## config.mk

```make
export PLATFORM = sky130hd
export DESIGN_NAME = ihex_dump_encoder_flat
export DESIGN_NICKNAME = d
export VERILOG_FILES = /design/src/rtl/ihex_dump_encoder_if.sv /design/src/rtl/ihex_dump_encoder.sv /design/src/flat_wrapper.sv
export SDC_FILE = /design/constraint.sdc
export NUM_CORES = 1
export LEC_CHECK = 0
export BUFFER_PORTS_ARGS = -buffer_cell sky130_fd_sc_hd__buf_4
export CAP_MARGIN = 20
export CORE_MARGIN = 8
export CORE_UTILIZATION = 45
export CTS_BUF_LIST = sky130_fd_sc_hd__clkbuf_8
export CTS_CLUSTER_DIAMETER = 30
export CTS_CLUSTER_SIZE = 16
export DETAILED_ROUTE_END_ITERATION = 8
export GPL_ROUTABILITY_DRIVEN = 0
export PLACE_DENSITY = 0.65
export REMOVE_ABC_BUFFERS = 1
export SYNTH_ARGS = -nofsm -noshare
export SYNTH_HDL_FRONTEND = slang
export SYNTH_SLANG_ARGS = --single-unit
export TNS_END_PERCENT = 30
```

## constraint.sdc

```tcl
create_clock -name clk -period 17.95 [get_ports clk]
set_clock_uncertainty 0.2 [all_clocks]
set_input_delay 2.6925 -clock clk [delete_from_list [all_inputs] [get_ports clk]]
set_output_delay 2.6925 -clock clk [all_outputs]
set_load 0.03 [all_outputs]
```

## src/rtl/ihex_dump_encoder_if.sv

```systemverilog
// Control, memory-read and character-stream signals of the Intel HEX dump
// encoder, bundled so the encoder and its environment share one bus handle.
interface ihex_dump_encoder_if #(
  parameter int ADDR_W = 15
);
  logic              start;
  logic [ADDR_W-1:0] start_addr;
  logic [ADDR_W:0]   length;
  logic [ADDR_W-1:0] mem_addr;
  logic [7:0]        mem_data;
  logic [7:0]        tx_data;
  logic              tx_valid;
  logic              tx_ready;
  logic              busy;
  logic              done;

  // Environment side: issues dump requests, serves memory, sinks characters.
  modport master (
    output start, start_addr, length, mem_data, tx_ready,
    input  mem_addr, tx_data, tx_valid, busy, done
  );

  // Encoder side.
  modport slave (
    input  start, start_addr, length, mem_data, tx_ready,
    output mem_addr, tx_data, tx_valid, busy, done
  );
endinterface

```

## src/rtl/ihex_dump_encoder.sv

```systemverilog
// Intel HEX dump encoder: reads a contiguous byte range from a synchronous
// memory and emits it as type-00 data records followed by one EOF record,
// one ASCII character per stream handshake. Addresses wrap modulo 2^ADDR_W
// and a record never straddles that wrap. ADDR_W must not exceed 16 so the
// address field fits AAAA; REC_LEN must lie in 1..255.
module ihex_dump_encoder #(
  parameter int ADDR_W  = 15,
  parameter int REC_LEN = 16
) (
  input logic                clk,
  input logic                rst_n,
  ihex_dump_encoder_if.slave bus
);

  typedef enum logic [2:0] {
    S_IDLE,
    S_HDR,
    S_FETCH,
    S_WAIT,
    S_DATA,
    S_CKS,
    S_EOL,
    S_EOF
  } state_t;

  localparam logic [7:0] CH_COLON = 8'h3A;
  localparam logic [7:0] CH_ZERO  = 8'h30;
  localparam logic [7:0] CH_ONE   = 8'h31;
  localparam logic [7:0] CH_F     = 8'h46;
  localparam logic [7:0] CH_CR    = 8'h0D;
  localparam logic [7:0] CH_LF    = 8'h0A;

  // Uppercase ASCII hex digit for one nibble.
  function automatic logic [7:0] hex_char(input logic [3:0] nib);
    logic [7:0] c;
    if (nib < 4'd10) c = CH_ZERO + {4'h0, nib};
    else             c = 8'h37 + {4'h0, nib};   // 0x37 + 10 = 'A'
    return c;
  endfunction

  // Bytes in the next record: limited by REC_LEN, the bytes still to dump,
  // and the distance to the top of the address space.
  function automatic logic [7:0] rec_len(input logic [ADDR_W-1:0] a,
                                         input logic [ADDR_W:0]   rem);
    logic [ADDR_W:0] to_wrap;
    logic [ADDR_W:0] n;
    to_wrap = {1'b1, {ADDR_W{1'b0}}} - {1'b0, a};
    n       = (ADDR_W+1)'(REC_LEN);
    if (rem < n)     n = rem;
    if (to_wrap < n) n = to_wrap;
    return n[7:0];
  endfunction

  // Header characters ':' LL AAAA "00" by position 0..8.
  function automatic logic [7:0] hdr_char(input logic [3:0]  i,
                                          input logic [7:0]  ll,
                                          input logic [15:0] a);
    logic [7:0] c;
    case (i)
      4'd0:    c = CH_COLON;
      4'd1:    c = hex_char(ll[7:4]);
      4'd2:    c = hex_char(ll[3:0]);
      4'd3:    c = hex_char(a[15:12]);
      4'd4:    c = hex_char(a[11:8]);
      4'd5:    c = hex_char(a[7:4]);
      4'd6:    c = hex_char(a[3:0]);
      default: c = CH_ZERO;                     // record type "00"
    endcase
    return c;
  endfunction

  // EOF record ":00000001FF" CR LF by position 0..12.
  function automatic logic [7:0] eof_char(input logic [3:0] i);
    logic [7:0] c;
    case (i)
      4'd0:    c = CH_COLON;
      4'd8:    c = CH_ONE;
      4'd9:    c = CH_F;
      4'd10:   c = CH_F;
      4'd11:   c = CH_CR;
      4'd12:   c = CH_LF;
      default: c = CH_ZERO;
    endcase
    return c;
  endfunction

  state_t            state_q;
  logic [3:0]        idx_q;       // character position inside the current state
  logic [ADDR_W-1:0] addr_q;      // address of the next byte to dump
  logic [ADDR_W:0]   rem_q;       // bytes still to dump
  logic [7:0]        ll_q;        // length of the record being emitted
  logic [7:0]        cnt_q;       // bytes left in the current record
  logic [7:0]        cks_q;       // running byte sum of the current record
  logic [7:0]        byte_q;      // data byte being printed
  logic [7:0]        tx_data_q;
  logic              tx_valid_q;
  logic              busy_q;
  logic              done_q;
  logic [ADDR_W-1:0] mem_addr_q;

  logic [15:0] a16_d;
  logic [15:0] sa16_d;
  logic [7:0]  ll_start_d;
  logic [7:0]  ll_next_d;
  logic [7:0]  sum_d;
  logic [7:0]  cks_last_d;
  logic [7:0]  cks_neg_d;
  logic        hs_d;

  // Record lengths, checksum candidates and the handshake strobe.
  always_comb begin
    a16_d      = 16'(addr_q);
    sa16_d     = 16'(bus.start_addr);
    ll_start_d = rec_len(bus.start_addr, bus.length);
    ll_next_d  = rec_len(addr_q, rem_q);
    sum_d      = cks_q + byte_q;
    cks_last_d = 8'd0 - sum_d;
    cks_neg_d  = 8'd0 - cks_q;
    hs_d       = tx_valid_q & bus.tx_ready;
  end

  // Dump sequencer. The character register is reloaded on the same edge as
  // its handshake, so consecutive non-data characters go out back to back;
  // tx_valid only drops during the FETCH/WAIT memory round trip.
  always_ff @(posedge clk or negedge rst_n) begin
    if (!rst_n) begin
      state_q    <= S_IDLE;
      idx_q      <= '0;
      addr_q     <= '0;
      rem_q      <= '0;
      ll_q       <= '0;
      cnt_q      <= '0;
      cks_q      <= '0;
      byte_q     <= '0;
      tx_data_q  <= '0;
      tx_valid_q <= 1'b0;
      busy_q     <= 1'b0;
      done_q     <= 1'b0;
      mem_addr_q <= '0;
    end else begin
      done_q <= 1'b0;
      case (state_q)
        S_IDLE: begin
          if (bus.start) begin
            addr_q     <= bus.start_addr;
            rem_q      <= bus.length;
            busy_q     <= 1'b1;
            tx_valid_q <= 1'b1;
            tx_data_q  <= CH_COLON;
            idx_q      <= '0;
            if (bus.length == '0) begin
              state_q <= S_EOF;
            end else begin
              state_q <= S_HDR;
              ll_q    <= ll_start_d;
              cnt_q   <= ll_start_d;
              cks_q   <= ll_start_d + sa16_d[15:8] + sa16_d[7:0];
            end
          end
        end

        S_HDR: begin
          if (hs_d) begin
            if (idx_q == 4'd8) begin
              state_q    <= S_FETCH;
              tx_valid_q <= 1'b0;
              mem_addr_q <= addr_q;
            end else begin
              idx_q     <= idx_q + 4'd1;
              tx_data_q <= hdr_char(idx_q + 4'd1, ll_q, a16_d);
            end
          end
        end

        // Address was registered on entry; memory samples it this cycle.
        S_FETCH: state_q <= S_WAIT;

        // Read data is valid now; capture it and present its high digit.
        S_WAIT: begin
          byte_q     <= bus.mem_data;
          tx_data_q  <= hex_char(bus.mem_data[7:4]);
          tx_valid_q <= 1'b1;
          idx_q      <= '0;
          state_q    <= S_DATA;
        end

        S_DATA: begin
          if (hs_d) begin
            if (idx_q == 4'd0) begin
              idx_q     <= 4'd1;
              tx_data_q <= hex_char(byte_q[3:0]);
            end else begin
              cks_q  <= sum_d;
              addr_q <= addr_q + ADDR_W'(1);
              rem_q  <= rem_q - (ADDR_W+1)'(1);
              cnt_q  <= cnt_q - 8'd1;
              if (cnt_q == 8'd1) begin
                state_q   <= S_CKS;
                idx_q     <= '0;
                tx_data_q <= hex_char(cks_last_d[7:4]);
              end else begin
                state_q    <= S_FETCH;
                tx_valid_q <= 1'b0;
                mem_addr_q <= addr_q + ADDR_W'(1);
              end
            end
          end
        end

        // cks_q holds the full record sum here; print its two's complement.
        S_CKS: begin
          if (hs_d) begin
            if (idx_q == 4'd0) begin
              idx_q     <= 4'd1;
              tx_data_q <= hex_char(cks_neg_d[3:0]);
            end else begin
              state_q   <= S_EOL;
              idx_q     <= '0;
              tx_data_q <= CH_CR;
            end
          end
        end

        S_EOL: begin
          if (hs_d) begin
            if (idx_q == 4'd0) begin
              idx_q     <= 4'd1;
              tx_data_q <= CH_LF;
            end else begin
              idx_q     <= '0;
              tx_data_q <= CH_COLON;
              if (rem_q != '0) begin
                state_q <= S_HDR;
                ll_q    <= ll_next_d;
                cnt_q   <= ll_next_d;
                cks_q   <= ll_next_d + a16_d[15:8] + a16_d[7:0];
              end else begin
                state_q <= S_EOF;
              end
            end
          end
        end

        S_EOF: begin
          if (hs_d) begin
            if (idx_q == 4'd12) begin
              state_q    <= S_IDLE;
              tx_valid_q <= 1'b0;
              busy_q     <= 1'b0;
              done_q     <= 1'b1;
            end else begin
              idx_q     <= idx_q + 4'd1;
              tx_data_q <= eof_char(idx_q + 4'd1);
            end
          end
        end

        default: state_q <= S_IDLE;
      endcase
    end
  end

  assign bus.mem_addr = mem_addr_q;
  assign bus.tx_data  = tx_data_q;
  assign bus.tx_valid = tx_valid_q;
  assign bus.busy     = busy_q;
  assign bus.done     = done_q;

endmodule

```

## src/flat_wrapper.sv

```systemverilog
// flat-port wrapper written by rule: the top's interface ports become plain ports
module ihex_dump_encoder_flat 
#(
  parameter int ADDR_W  = 15,
  parameter int REC_LEN = 16
)
  (clk, rst_n, bus_start, bus_start_addr, bus_length, bus_mem_data, bus_tx_ready, bus_mem_addr, bus_tx_data, bus_tx_valid, bus_busy, bus_done);
  ihex_dump_encoder_if #(.ADDR_W(ADDR_W)) bus_i ();
  input logic clk;
  input logic rst_n;
  input wire logic [$bits(bus_i.start)-1:0] bus_start;
  input wire logic [$bits(bus_i.start_addr)-1:0] bus_start_addr;
  input wire logic [$bits(bus_i.length)-1:0] bus_length;
  input wire logic [$bits(bus_i.mem_data)-1:0] bus_mem_data;
  input wire logic [$bits(bus_i.tx_ready)-1:0] bus_tx_ready;
  output wire logic [$bits(bus_i.mem_addr)-1:0] bus_mem_addr;
  output wire logic [$bits(bus_i.tx_data)-1:0] bus_tx_data;
  output wire logic [$bits(bus_i.tx_valid)-1:0] bus_tx_valid;
  output wire logic [$bits(bus_i.busy)-1:0] bus_busy;
  output wire logic [$bits(bus_i.done)-1:0] bus_done;
  assign bus_i.start = bus_start;
  assign bus_i.start_addr = bus_start_addr;
  assign bus_i.length = bus_length;
  assign bus_i.mem_data = bus_mem_data;
  assign bus_i.tx_ready = bus_tx_ready;
  assign bus_mem_addr = bus_i.mem_addr;
  assign bus_tx_data = bus_i.tx_data;
  assign bus_tx_valid = bus_i.tx_valid;
  assign bus_busy = bus_i.busy;
  assign bus_done = bus_i.done;
  ihex_dump_encoder #(.ADDR_W(ADDR_W), .REC_LEN(REC_LEN)) u_core (.clk(clk), .rst_n(rst_n), .bus(bus_i));
endmodule
```

Word-level counts from Yosys, hierarchy flattened
Index checks and enable logic that the tools add are counted.

word-level totals
  register bits after elaboration = 96
  input bits = 43

operators by class
  $add $sub $neg = 33
  order comparisons = 14
  equality and inequality tests = 39
  mux-type cells = 99
  bitwise gates (word level) = 1
  reduce and logical (&&, ||, !) cells = 24

operator list
  cell                    number
  $mux 8                  37
  $add 6x4->7 const A     18
  $mux 15                 8
  $pmux 8 s7              2
  $mux 16                 5
  $pmux 15 s2             2
  $pmux 8 s3              2
  $mux 3                  14
  $lt 4x4->1 const B      9
  $mux 4                  9
  $pmux 7 s5              1
  $lt 16x16->1            2
  $lt 16x5->1 const B     2
  $pmux 16 s2             1
  $sub 16x15->16 const A  2
  $eq 4x4->1 const B      7
  $add 8x8->8             3
  $pmux 3 s8              1
  $pmux 4 s6              1
  $ne 2x1->1 const B      9
  $reduce_and 9->1        2
  $add 8x7->8             2
  $logic_not 16->1        1
  $ne 2x2->1 const B      8
  36 further kinds        62

Depth between registers and ports, before layout
  depth in word-level cells = 10
  gate-level depth with buffers = 27

Least setup slack after synthesis
Ideal clock, no wire load.

  path kind = input -> register
  from = in bus_start_addr[4]
  to = reg u_core.cks_q[7]
  arrival = 7.387 ns
  required time = 17.629 ns
  path slack = 10.242 ns
  cell stages on the path = 23
  buffers on the path = 1
  cell sequence = nor4_1 -> nand2_1 -> nor2_1 -> nand2_1 -> xor2_1 -> ha_1 -> and3_1 -> a221o_1 -> a221oi_1 -> o21ai_1 -> buf_2 -> mux2i_1 -> fa_1 -> ha_1 -> fa_1 -> a21o_1 -> a21oi_1 -> o21bai_1 -> a21oi_1 -> xor2_1 -> xnor2_1 -> o221ai_1 -> o22a_1

on the way
  word-level cells in the longest chain between the ends = 8

RTL lines
  item                  RTL line                  text
  start, declared       flat_wrapper.sv:12        input wire logic [$bits(bus_i.start_addr)-1:0] bus_start_addr;
  $sub 16x15->16        ihex_dump_encoder.sv:47   to_wrap = {1'b1, {ADDR_W{1'b0}}} - {1'b0, a};
  $lt 16x16->1          ihex_dump_encoder.sv:50   if (to_wrap < n) n = to_wrap;
  $mux 8                ihex_dump_encoder.sv:50
  $add 8x7->8           ihex_dump_encoder.sv:157  cks_q <= ll_start_d + sa16_d[15:8] + sa16_d[7:0];
  $add 8x8->8 *         ihex_dump_encoder.sv:157
  $mux 8 *              ihex_dump_encoder.sv:151  if (bus.length == '0) begin
  $mux 8 *              ihex_dump_encoder.sv:144  if (bus.start) begin
  $pmux 8 s3 *          ihex_dump_encoder.sv:142  case (state_q)
  end signal, assigned  ihex_dump_encoder.sv:157
  end signal, assigned  ihex_dump_encoder.sv:193  cks_q <= sum_d;
  end signal, assigned  ihex_dump_encoder.sv:236  cks_q <= ll_next_d + a16_d[15:8] + a16_d[7:0];
  end, declared         ihex_dump_encoder.sv:93   logic [7:0] cks_q;

Mark *: on every way between the ends. The rest lies on a longest branch, timed or not. The select of a mux whose other input is x is not followed.
A chain may end at the register's enable or synchronous reset.

Worst setup path in the final report
  from = in bus_length[9]
  to = reg u_core.cks_q[7]

on the way
  word-level cells in the longest chain between the ends = 9

RTL lines
  item             RTL line                  text
  start, declared  flat_wrapper.sv:13        input wire logic [$bits(bus_i.length)-1:0] bus_length;
  $lt 16x5->1      ihex_dump_encoder.sv:49   if (rem < n) n = rem;
  $mux 16          ihex_dump_encoder.sv:49
  $lt 16x16->1     ihex_dump_encoder.sv:50
  $mux 8           ihex_dump_encoder.sv:50
  $add 8x7->8      ihex_dump_encoder.sv:157
  $add 8x8->8      ihex_dump_encoder.sv:157
  $mux 8           ihex_dump_encoder.sv:151
  $mux 8           ihex_dump_encoder.sv:144
  $pmux 8 s3       ihex_dump_encoder.sv:142

Several ways; a longest one is shown, not always the timed one. The select of a mux whose other input is x is not followed.

==> results.txt <==
The flow ran to the end, and the final reports show no timing, DRC or antenna violations. The logs give 81 for the number of different library cells in the post-synthesis netlist and 0 for the number of buffers inserted by hold repair at cts. The logs give 0.0202 mm² for the area of the placeable core and 21900 µm for the half-perimeter wire length after detailed placement. For this run, asynchronously set or reset flops after synthesis account for 100%. In this run the worst setup path terminates at u_core.cks_q[7].

The clock period minus final worst setup slack is 8.22 ns. After filler insertion, the fill cell instance count of the layout stands at 2024. Counting every instance in the synthesized netlist gives 1204. The logs give 34.1% for the worst relative slew slack and 1384 for the total number of nets in the final design. Dividing the detail-routed via count by the number of cells gives 5.93. Setup repair after global routing left no endpoint under its margin. Count of state elements after synthesis: 95. TritonCTS built the clock tree.

In this run the register-to-register setup slack is 11.11 ns. The run gives 0 as the number of violations of the max-capacitance limit. The worst min-delay path class is flip-flop to flip-flop.

Summing every instance area after synthesis gives 0.00926 mm². The final setup violation count came out at 0. Initial antenna violation count: 0.

The initial detailed-routing violation count came out at 799. The ratio of final minimum period to clock period is 45.8%. The run gives 9038 as the total via count in the routed design.

The repair_antennas step left the layout with diodes totalling 0. The tools report the type of destination of the critical path as a flip-flop. The critical path goes through buf_4 > nor4_1 > and3_1 > nand2_1 > ha_1 > nor3b_1 > nand4_1 > a2111oi_0 > o21ai_1 > mux2i_1 > fa_1 > ha_1 > fa_1 > a21o_1 > a21oi_1 > o21bai_1 > a21oi_1 > xor2_1 > xnor2_1 > o221ai_1 > o22a_1. During I/O placement, the number of pins put on the boundary was 69. The slowest stage of the critical path belongs to the cell sky130_fd_sc_hd__nor4_1. The first global-routing pass estimated 46700 µm of wire. The cell chosen for the clock root is sky130_fd_sc_hd__clkbuf_8. Based on the critical path, the design can be clocked at up to 122 MHz. The count of nets left with antenna violations once routing finished came out at 0. The max-slew violation total from the final report is 0, and the count of yosys warnings during synthesis is 0. The run gives 95 as the count of clock tree sinks. Across every metal layer, demand over resource in global routing totals 22.5%. After clock tree synthesis, the clock-pin slew on the worst setup and hold paths is 0.10 ns.

The tools report the final wirelength as 28600 µm. The tools report the start point of the critical path as bus_length[9]. The number of buffers and inverters on the critical path is 1. The startpoint of the lowest-slack register-to-register path is u_core.addr_q[2]. Layout cell share with drive strength beyond 1: 9.48%.

The synthesized design contains 0 enable-type register cells. The area growth from synthesis to layout is 10.2%, and the sequential-to-total area share from yosys stat is 25.7%. Data on the critical path is required at its endpoint by 18.04 ns.

The logs give 0.311 ns for the smallest hold slack and 0 for the number of hold violations in the final report. The tools report the number of buffers created by CTS as 9. Measured in cells, the most critical reg-to-reg path has a length of 24.

For this run, the slowest stage of the critical path takes 0.57 ns. The H-tree was split into 3 levels. In this run the worst path has a maximum fanout of 11. STA classifies the critical path startpoint as an input pin. The average size of a mapped cell is 7.69 µm². The type of the worst setup path was input pin to flip-flop.

For this configuration, the core starts out at a cell density of 45.8%. The source-to-sink clock delay at the later pin of the worst-skew pair is 0.40 ns, and the via count of the first global-routing pass is 8558. For this run, the leading register cell type out of synthesis is sky130_fd_sc_hd__dfrtp_1.

The detailed-route DRC error count is 0. IR analysis of the VDD net gives a maximum drop of 0.0844 mV. After global routing the overflow that remains totals 0. The logs give 5 for the number of iterations in the first detailed-routing pass and 0.0254 mm² for the area enclosed by the die boundary. From bottom edge to top edge, the die measures 159 µm. Summed over all failing endpoints, the final setup total negative slack is 0 ns.

In the final routed layout, each cell accounts on average for 18.8 µm. The number of setup buffers added after CTS is 0. The run gives 54 as the pin count of the biggest net entering global routing.

The sequential cells in the finished layout cover a total of 0.00238 mm². The die width was 159 µm. The transition time of the tightest slew-check pin is 0.989 ns.

In this run the critical register-to-register path is captured at u_core.cks_q[7]. The floorplan has 52 rows. The leakage power summed over all cells came out at 4.29 nW. Arrival time at the worst endpoint: 8.31 ns. Dividing total power by cell area gives a power density of 208 mW/mm². The family with the most delay on the worst path is compound AO/OA/AOI/OAI gates. Post-CTS repair changed the size of 0 cells. The number of buffers added on ports was 67. In this run the number of cells on the critical path is 21.

The longest clock path from root to sink contains 2 buffers. Summing all multi-input logic gate instances after layout gives 0.00644 mm².
per-stage QoR:
step	total power [mW]	setup slack (ns)	utilization (%)	cells	instance area, µm²
floorplan	1.51	10.16	-	1161	9060
global placement	1.94	9.53	49.4	1509	10000
detailed placement	1.95	9.39	49.4	1509	10000
CTS	2.11	9.81	50.4	1525	10200
global route	2.33	9.29	50.4	1525	10200
finish	2.12	9.73	50.4	1525	10200
synth_stat cells, drive strengths merged, types with 6 or more instances:
cell	instances	area [µm²]
a211oi	8	65.1
a21o	10	75.1
a21oi	113	569
a221oi	10	93.8
a22o	8	70.1
a22oi	7	57.6
a31oi	10	62.6
and2	6	37.5
and3	14	93.8
buf	16	91.3
clkbuf	48	181
dfrtp	95	2380
fa	17	340
ha	74	926
inv	69	259
mux2i	11	110
nand2	125	469
nand2b	10	62.6
nand3	31	155
nand4	14	87.6
nor2	126	473
nor2b	12	75.1
nor3	45	235
nor3b	7	52.6
nor4	13	87.6
o21ai	120	604
o22a	8	70.1
o22ai	18	113
or3	10	62.6
xnor2	54	473
xor2	12	105
worst min path at each step:
stage / from / end / depth (start not counted)
6_report: u_core.bus.tx_data[4] / u_core.bus.tx_data[4] / 1
5_1_grt: u_core.bus.tx_data[4] / u_core.bus.tx_data[4] / 1
3_5_place_dp: u_core.byte_q[6] / u_core.byte_q[6] / 2
4_1_cts: u_core.bus.tx_data[4] / u_core.bus.tx_data[4] / 1
3_3_place_gp: u_core.byte_q[5] / u_core.byte_q[5] / 2
2_1_floorplan: u_core.byte_q[6] / u_core.byte_q[6] / 2
area by class of cell:
type	instances	area share [%]
Inverter	70	2.57
Multi-Input combinational cell	996	63.1
Clock inverter	6	0.613
Sequential cell	95	23.3
Tap cell	270	3.31
Clock buffer	10	1.35
Timing Repair Buffer	78	5.74
registers in the layout (all words and copies together), names as in the netlist:
name	cells
u_core.bus.busy	1
u_core.cnt_q	8
u_core.cks_q	8
u_core.addr_q	15
u_core.state_q	3
u_core.rem_q	16
u_core.ll_q	8
u_core.bus.tx_data	7
u_core.bus.done	1
u_core.byte_q	8
u_core.idx_q	4
u_core.bus.tx_valid	1
u_core.bus.mem_addr	15
per-layer routing:
layer  track usage [%]  wire length, µm  part of all wire, %
met5                 0                0                    0
met4              7.72              805                  2.8
met1              30.4            13000                   46
met3              3.13             1640                  5.7
met2              36.1            13200                   46
cells in the final DEF, fill, tap and decap left out, types with 6 or more instances in the layout:
cell type                  instances
sky130_fd_sc_hd__o22ai_1          18
sky130_fd_sc_hd__nor3b_1           7
sky130_fd_sc_hd__nor2b_1          12
sky130_fd_sc_hd__nand4_1          14
sky130_fd_sc_hd__nand3_1          31
sky130_fd_sc_hd__a21o_1           10
sky130_fd_sc_hd__and3_1           12
sky130_fd_sc_hd__mux2i_1          11
sky130_fd_sc_hd__nor2_1          125
sky130_fd_sc_hd__or3_1            10
sky130_fd_sc_hd__o22a_1            8
sky130_fd_sc_hd__a21oi_1         111
sky130_fd_sc_hd__clkbuf_8         10
sky130_fd_sc_hd__ha_1             74
sky130_fd_sc_hd__o21ai_0         114
sky130_fd_sc_hd__a31oi_1          10
sky130_fd_sc_hd__fa_1             17
sky130_fd_sc_hd__a22oi_1           6
sky130_fd_sc_hd__a221oi_1          9
sky130_fd_sc_hd__a22o_1            8
sky130_fd_sc_hd__xor2_1           12
sky130_fd_sc_hd__inv_1            69
sky130_fd_sc_hd__buf_4            78
sky130_fd_sc_hd__nand2_1         125
sky130_fd_sc_hd__a211oi_1          7
sky130_fd_sc_hd__nand2b_1         10
sky130_fd_sc_hd__nor3_1           42
sky130_fd_sc_hd__dfrtp_1          95
sky130_fd_sc_hd__conb_1           23
sky130_fd_sc_hd__xnor2_1          54
sky130_fd_sc_hd__nor4_1           12
kinds of logic (layout without fill, tap and decap cells):
group,Yosys count,in the layout,synth area share [%]
simple gates,430,430,21.9
xor+xnor,66,66,6.24
other cells,2,23,0.0811
mux,14,14,1.59
compound gates,372,372,25.0
fa+ha+maj,91,91,13.7
flops,95,95,25.7
buf+inv,134,164,5.78
power by group:
part	total [mW]	switching, mW	internal (mW)
clock	0.152	0.0943	0.0577
sequential	0.457	0.139	0.318
combinational	1.51	0.932	0.582
No activity file was read; power rests on OpenSTA's default activity.
